$ cat src/rtl/usr_param_frame.sv
// Universal shift register (hold/shift/load/rotate/ASR) with an autonomous
// PISO framer that streams a loaded word LSB-first on so_r.
module usr_param_frame #(
    parameter int              WIDTH   = 8,
    parameter logic [WIDTH-1:0] RST_VAL = '0
) (
    input  logic             clk,
    input  logic             clr,
    input  logic             en,
    input  logic [2:0]       mode,
    input  logic             si_r,
    input  logic             si_l,
    input  logic [WIDTH-1:0] pi,
    input  logic             start,
    output logic [WIDTH-1:0] po,
    output logic             so_r,
    output logic             so_l,
    output logic             busy,
    output logic             done
);

    localparam int              CW       = $clog2(WIDTH);
    localparam logic [CW-1:0]   CNT_LAST = CW'(WIDTH - 1);

    typedef enum logic {
        S_IDLE  = 1'b0,
        S_SHIFT = 1'b1
    } state_t;

    state_t           r_state;
    logic [CW-1:0]    r_cnt;
    logic [WIDTH-1:0] r_po;
    logic             r_done;
    logic [WIDTH-1:0] w_po_mode;
    logic [WIDTH-1:0] w_po_shr;

    always_comb begin
        w_po_mode = r_po;
        case (mode)
            3'b001:  w_po_mode = {si_r, r_po[WIDTH-1:1]};
            3'b010:  w_po_mode = {r_po[WIDTH-2:0], si_l};
            3'b011:  w_po_mode = pi;
            3'b100:  w_po_mode = {r_po[0], r_po[WIDTH-1:1]};
            3'b101:  w_po_mode = {r_po[WIDTH-2:0], r_po[WIDTH-1]};
            3'b110:  w_po_mode = {r_po[WIDTH-1], r_po[WIDTH-1:1]};
            default: w_po_mode = r_po;
        endcase
    end

    assign w_po_shr = {si_r, r_po[WIDTH-1:1]};

    // done is cleared every cycle regardless of en so it is always a single pulse
    always_ff @(posedge clk or posedge clr) begin
        if (clr) begin
            r_po    <= RST_VAL;
            r_state <= S_IDLE;
            r_cnt   <= '0;
            r_done  <= 1'b0;
        end else begin
            r_done <= 1'b0;
            if (en) begin
                case (r_state)
                    S_IDLE: begin
                        if (start) begin
                            r_po    <= pi;
                            r_cnt   <= CNT_LAST;
                            r_state <= S_SHIFT;
                        end else begin
                            r_po <= w_po_mode;
                        end
                    end
                    S_SHIFT: begin
                        r_po <= w_po_shr;
                        if (r_cnt == '0) begin
                            r_state <= S_IDLE;
                            r_done  <= 1'b1;
                        end else begin
                            r_cnt <= r_cnt - CW'(1);
                        end
                    end
                    default: r_state <= S_IDLE;
                endcase
            end
        end
    end

    assign po   = r_po;
    assign so_r = r_po[0];
    assign so_l = r_po[WIDTH-1];
    assign busy = (r_state == S_SHIFT);
    assign done = r_done;

endmodule

$ cat config.mk
export PLATFORM = sky130hd
export DESIGN_NAME = usr_param_frame
export DESIGN_NICKNAME = d
export VERILOG_FILES = /design/src/rtl/usr_param_frame.sv
export SDC_FILE = /design/constraint.sdc
export NUM_CORES = 1
export LEC_CHECK = 0
export CAP_MARGIN = 10
export CORE_ASPECT_RATIO = 2
export CORE_MARGIN = 10
export CORE_UTILIZATION = 25
export DETAILED_ROUTE_END_ITERATION = 6
export PLACE_DENSITY = 0.55
export SYNTH_ARGS = -nofsm -noshare
export SYNTH_HDL_FRONTEND = slang
export SYNTH_SLANG_ARGS = --single-unit
$ cat constraint.sdc
create_clock -name clk -period 1.4 [get_ports clk]
set_input_delay 0.14 -clock clk [delete_from_list [all_inputs] [get_ports clk]]
set_output_delay 0.14 -clock clk [all_outputs]
set_load 0.02 [all_outputs]
; Word-level counts from Yosys, hierarchy flattened
; Index checks and enable logic that the tools add are counted.
[word_totals]
reg_bits = 13
[classes]
add_sub_neg = 1
n_eq_ne = 11
mux = 12
bitwise_logic = 1
reduce_logical = 4
[ops]
columns = cell, count
row1 = 8-bit case mux with 6 select lines, 1
row2 = 8-bit case mux with 2 select lines, 1
row3 = "3-bit equality test, second input constant", 3
row4 = 8-bit two-way mux, 1
row5 = "8-bit by 2-bit != test with 1-bit output, second input constant", 1
row6 = "7-bit by 2-bit != test with 1-bit output, second input constant", 1
row7 = "3-bit by 2-bit equality test with 1-bit output, second input constant", 2
row8 = 3-bit two-way mux, 2
row9 = 3-bit case mux with 2 select lines, 1
row10 = 3-bit AND reduction, 2
row11 = 1-bit two-way mux, 5
row12 = "2-bit != test, second input constant", 2
row13 = "3-bit by 1-bit equality test with 1-bit output, second input constant", 1
row14 = 3-bit logical NOT, 1
row15 = "3-bit != test, second input constant", 1
row16 = "3-bit by 1-bit subtractor with 3-bit output, second input constant", 1
row17 = 1-bit case mux with 2 select lines, 1
row18 = 2-bit AND reduction, 1
row19 = 1-bit inverter, 1

; Logic depth before layout (Yosys ltp)
[logic_depth]
depth_word = 4
ltp_mapped = 6
ltp_nobuf = 6

; Least setup slack after synthesis
; No wires, ideal clock.
[synth_path]
kind = register to register
from = reg r_state, in the netlist busy
to = reg r_po[3], in the netlist po[3]
setup_ns = 0.082
arrival_time_ns = 1.287
required_ns = 1.318
setup_slack_ns = 0.031
stages_incl_launch_ff = 6
path_buffers = 1
synth_period_minus_slack_ns = 1.369
cell_sequence = dfrtp_1 -> nor2_4 -> o21ai_2 -> and2_1 -> buf_2 -> a31oi_1
[synth_via]
elab_chain_len = 3
elab_cells_between_ends = 4
classes_between = eq/ne (1) / mux (1) / bitwise (1) / reduce/logical (1)
[synth_lines]
columns = element, line
row1 = from (decl), 30  ; state_t r_state;
row2 = from (signal assigned), 56  ; r_state <= S_IDLE;
row3 = from (signal assigned), 67  ; r_state <= S_SHIFT;
row4 = from (signal assigned), 75  ; r_state <= S_IDLE;
row5 = 1-bit inverter, n/a
row6 = 8-bit by 2-bit != test with 1-bit output (no source line), n/a
row7 = 2-bit AND reduction (no source line), n/a
row8 = to (signal assigned), 65  ; r_po <= pi;
row9 = to (signal assigned), 69  ; r_po <= w_po_mode;
row10 = to (signal assigned), 73  ; r_po <= w_po_shr;
row11 = to (decl), 32  ; logic [WIDTH-1:0] r_po;
; Several ways; a longest one is shown, not always the timed one.
; A chain may end at the register's enable or synchronous reset.

; Final worst setup path
[layout_path]
from = reg r_po[1], in the netlist po[1]
to = out po[1]
[layout_lines]
columns = element, line
row1 = to (decl), 15  ; output logic [WIDTH-1:0] po,
; No word-level cell between the ends.

==> results.cfg <==
[layout]
drive_gt1_share_pct = 22.0
final_util_pct = 37.2
fill_cells = 467
multi_input_area_um2 = 678
antenna_cells = 0
final_cell_mix = buf_4, clkdlybuf4s50_1, a21oi_1
syn2layout_area_growth_pct = 45.5
mostFrequentLayoutCell = buf_4
finalNetCount = 193
seq_area_um2 = 327

[timing]
hold_violations = 0
slew_violations = 0
finalSetupViolCount = 0
rsz0062_at_grt = false
fin_crit_ns = 1.34
max_freq_mhz = 744
fin_skew_ns = 0.000714
fin_crit_sh_pct = 96.0
hold_ws_ns = 0.232
maxSlewHeadroom_pct = 65.1
tightest_slew_ns = 0.523

[routing]
wl_mm = 3.74
wl_per_cell_um = 16.5
dr.pass1.iters = 4
first_iter_violations = 42
postRouteAntennaNets = 0
drc = 0
via_per_inst = 5.37
vias = 1219

[global_routing]
grt_pass1_wl_mm = 6.14
antenna_found_initial = 0
grt_pass1_vias = 1285
overflow = 0
grt_start_max_net_pins = 14
gr-usage-all-layers_pct = 10.2

[synth]
synth_cell_types = 39
synthesis.area_mm2 = 0.00110
avgSynthCellArea_um2 = 8.64
syn_nets = 146
yosysWarningCount = 0
ys_ff_latch = 13
ys_seq_area_share_pct = 29.6
postSynthCellCount = 127

[place]
dp.final_hpwl_mm = 3.12
port_buffers = 28
gp_congestion = 0.836

[power]
peakVddDrop_uv = 573
swShare_pct = 43.1
p_per_area_mw_per_mm2 = 1530
clkPwrFrac_pct = 13.7
power_switching_mw = 1.05
p_leak_nw = 0.624
pwr-share-comb_pct = 56.2
p_seq_share_pct = 30.1
intPower_mw = 1.39

[setup_path]
startpoint_type = flip-flop
critPathKind = reg2out
crit_path_max_incr_delay_ns = 0.61
worst_setup_path_end_kind = output pin
path_cells = clkdlybuf4s50_1
crit_family = buffers and inverters
cpMaxStageDelayCell = clkdlybuf4s50_1
cp_max_fo = 2
crit_required_ns = 1.26
cp_data_arrival_time_ns = 1.20
rr_worst_depth = 4
cp_num_cells = 1
path_buf_inv = 1

[cts]
clk_pin_slew_ns = 0.05
cts_num_sinks = 13
clockBufferDepth = 2
cts_buffers = 3
cts_setup_buffers = 0
insertion_delay_ns = 0.24
root_buffer = clkbuf_8
htree_levels = 1
cts_tree = built

[outcome]
outcome = finished clean

[floorplan]
die_h_um = 114
ioPinCount = 29
fp.dieArea_mm2 = 0.00760
coreArea_mm2 = 0.00430
initial_utilization_pct = 25.5
rows = 34
die_x_um = 66.8

[job]
cap_viol_max_count = 0

[worst_hold_path]
hp-class = in2async
synth_stat cells, drive strengths merged:
library cell	count	area share, %
a41oi	1	0.80
a21oi	14	6.4
nor2	2	1.4
and2	3	1.7
and3	3	1.7
inv	6	2.1
or2	2	1.1
nand2b	5	2.9
buf	9	6.8
nor4	1	0.57
o2111ai	3	2.4
nor3	1	0.91
a31oi	9	5.1
a21o	3	2.1
xor2	1	1.5
dfrtp	13	30
mux2	1	1.0
ha	2	2.3
nand2	3	1.0
o221ai	7	5.6
or3	3	1.7
nand3b	2	1.4
nor2b	5	2.9
a211oi	1	0.68
clkbuf	2	0.68
o22ai	1	0.57
a22oi	6	4.1
a21boi	2	1.4
nor4bb	1	0.91
a221oi	1	0.80
nor3b	3	2.1
o221a	1	1.0
o21ai	10	4.9
kinds of logic after synthesis:
logic type	share of synthesized area, %
simple gates	20.2
flops	29.6
xor+xnor	1.48
compound gates	35.8
mux	1.03
fa+ha+maj	2.28
buf+inv	9.58
worst reg2reg max path, stage by stage, from the launching register on:
cell	delay [ns]
dfrtp_1	0.46
nand2b_1	0.18
o221a_1	0.23
o221ai_1	0.15
a41oi_1	0.14
state kept, by name (all words and copies together), names as in the netlist:
register,cells
po,8
busy,1
r_cnt,3
done,1
per-layer routing:
layer	share of wire, %	track usage [%]	wire [µm]	up-vias
met4	3.2	6.19	121	0
met2	55	18.8	2070	48
met3	5.4	1.96	203	10
met1	36	9.78	1350	582
met5	0	0	0	-
li1	-	-	-	579
power groups by stage:
stage          logic (mW)  clock network [mW]  registers [mW]
2_1_floorplan       0.619                   0           0.856
3_3_place_gp         1.40                   0           0.725
3_5_place_dp         1.42                   0           0.737
4_1_cts              1.38               0.341           0.735
5_1_grt              1.50               0.353           0.771
6_report             1.37               0.333           0.735
repair_timing:
action,in CTS,in global routing
pin swaps,0,0
endpoints found under the setup margin,15,2
gates resized for setup,11,2
hold buffers,0,0
hold endpoints to repair,0,0
path summary, 6_finish.rpt:
kind	start	to	slack, ns
worst max-delay path	po[1]$_DFFE_PP0P_	po[1]	0.06
worst min-delay path	clr	po[3]$_DFFE_PP0P_	0.23
worst max register to register	po[6]$_DFFE_PP0P_	po[7]$_DFFE_PP0P_	0.09
worst min register to register	r_cnt[0]$_DFFE_PP0P_	r_cnt[0]$_DFFE_PP0P_	0.51
max in group asynchronous	clr	busy$_DFFE_PP0P_	0.79
min in group clk	r_cnt[0]$_DFFE_PP0P_	r_cnt[0]$_DFFE_PP0P_	0.51
per-stage QoR:
stage                     cells  setup TNS [ns]  setup WS, ns  cell area, µm²  power, mW
after floorplan             127               0        0.0307            1100       1.47
after global placement      223           -2.17        -0.274            1550       2.13
after detailed placement    223           -2.81        -0.361            1550       2.16
after CTS                   227               0        0.0396            1590       2.45
after global routing        227               0       0.00594            1600       2.63
final                       227               0        0.0561            1600       2.44
area by class of cell:
class                      instances  share of cell area (%)
multi-input combinational         97                    42.5
timing repair buffer              53                    28.6
sequential                        13                    20.5
tap                               54                    4.23
clock buffer                       4                    2.82
inverter                           6                    1.41
Power figures use the tool's default switching activity.
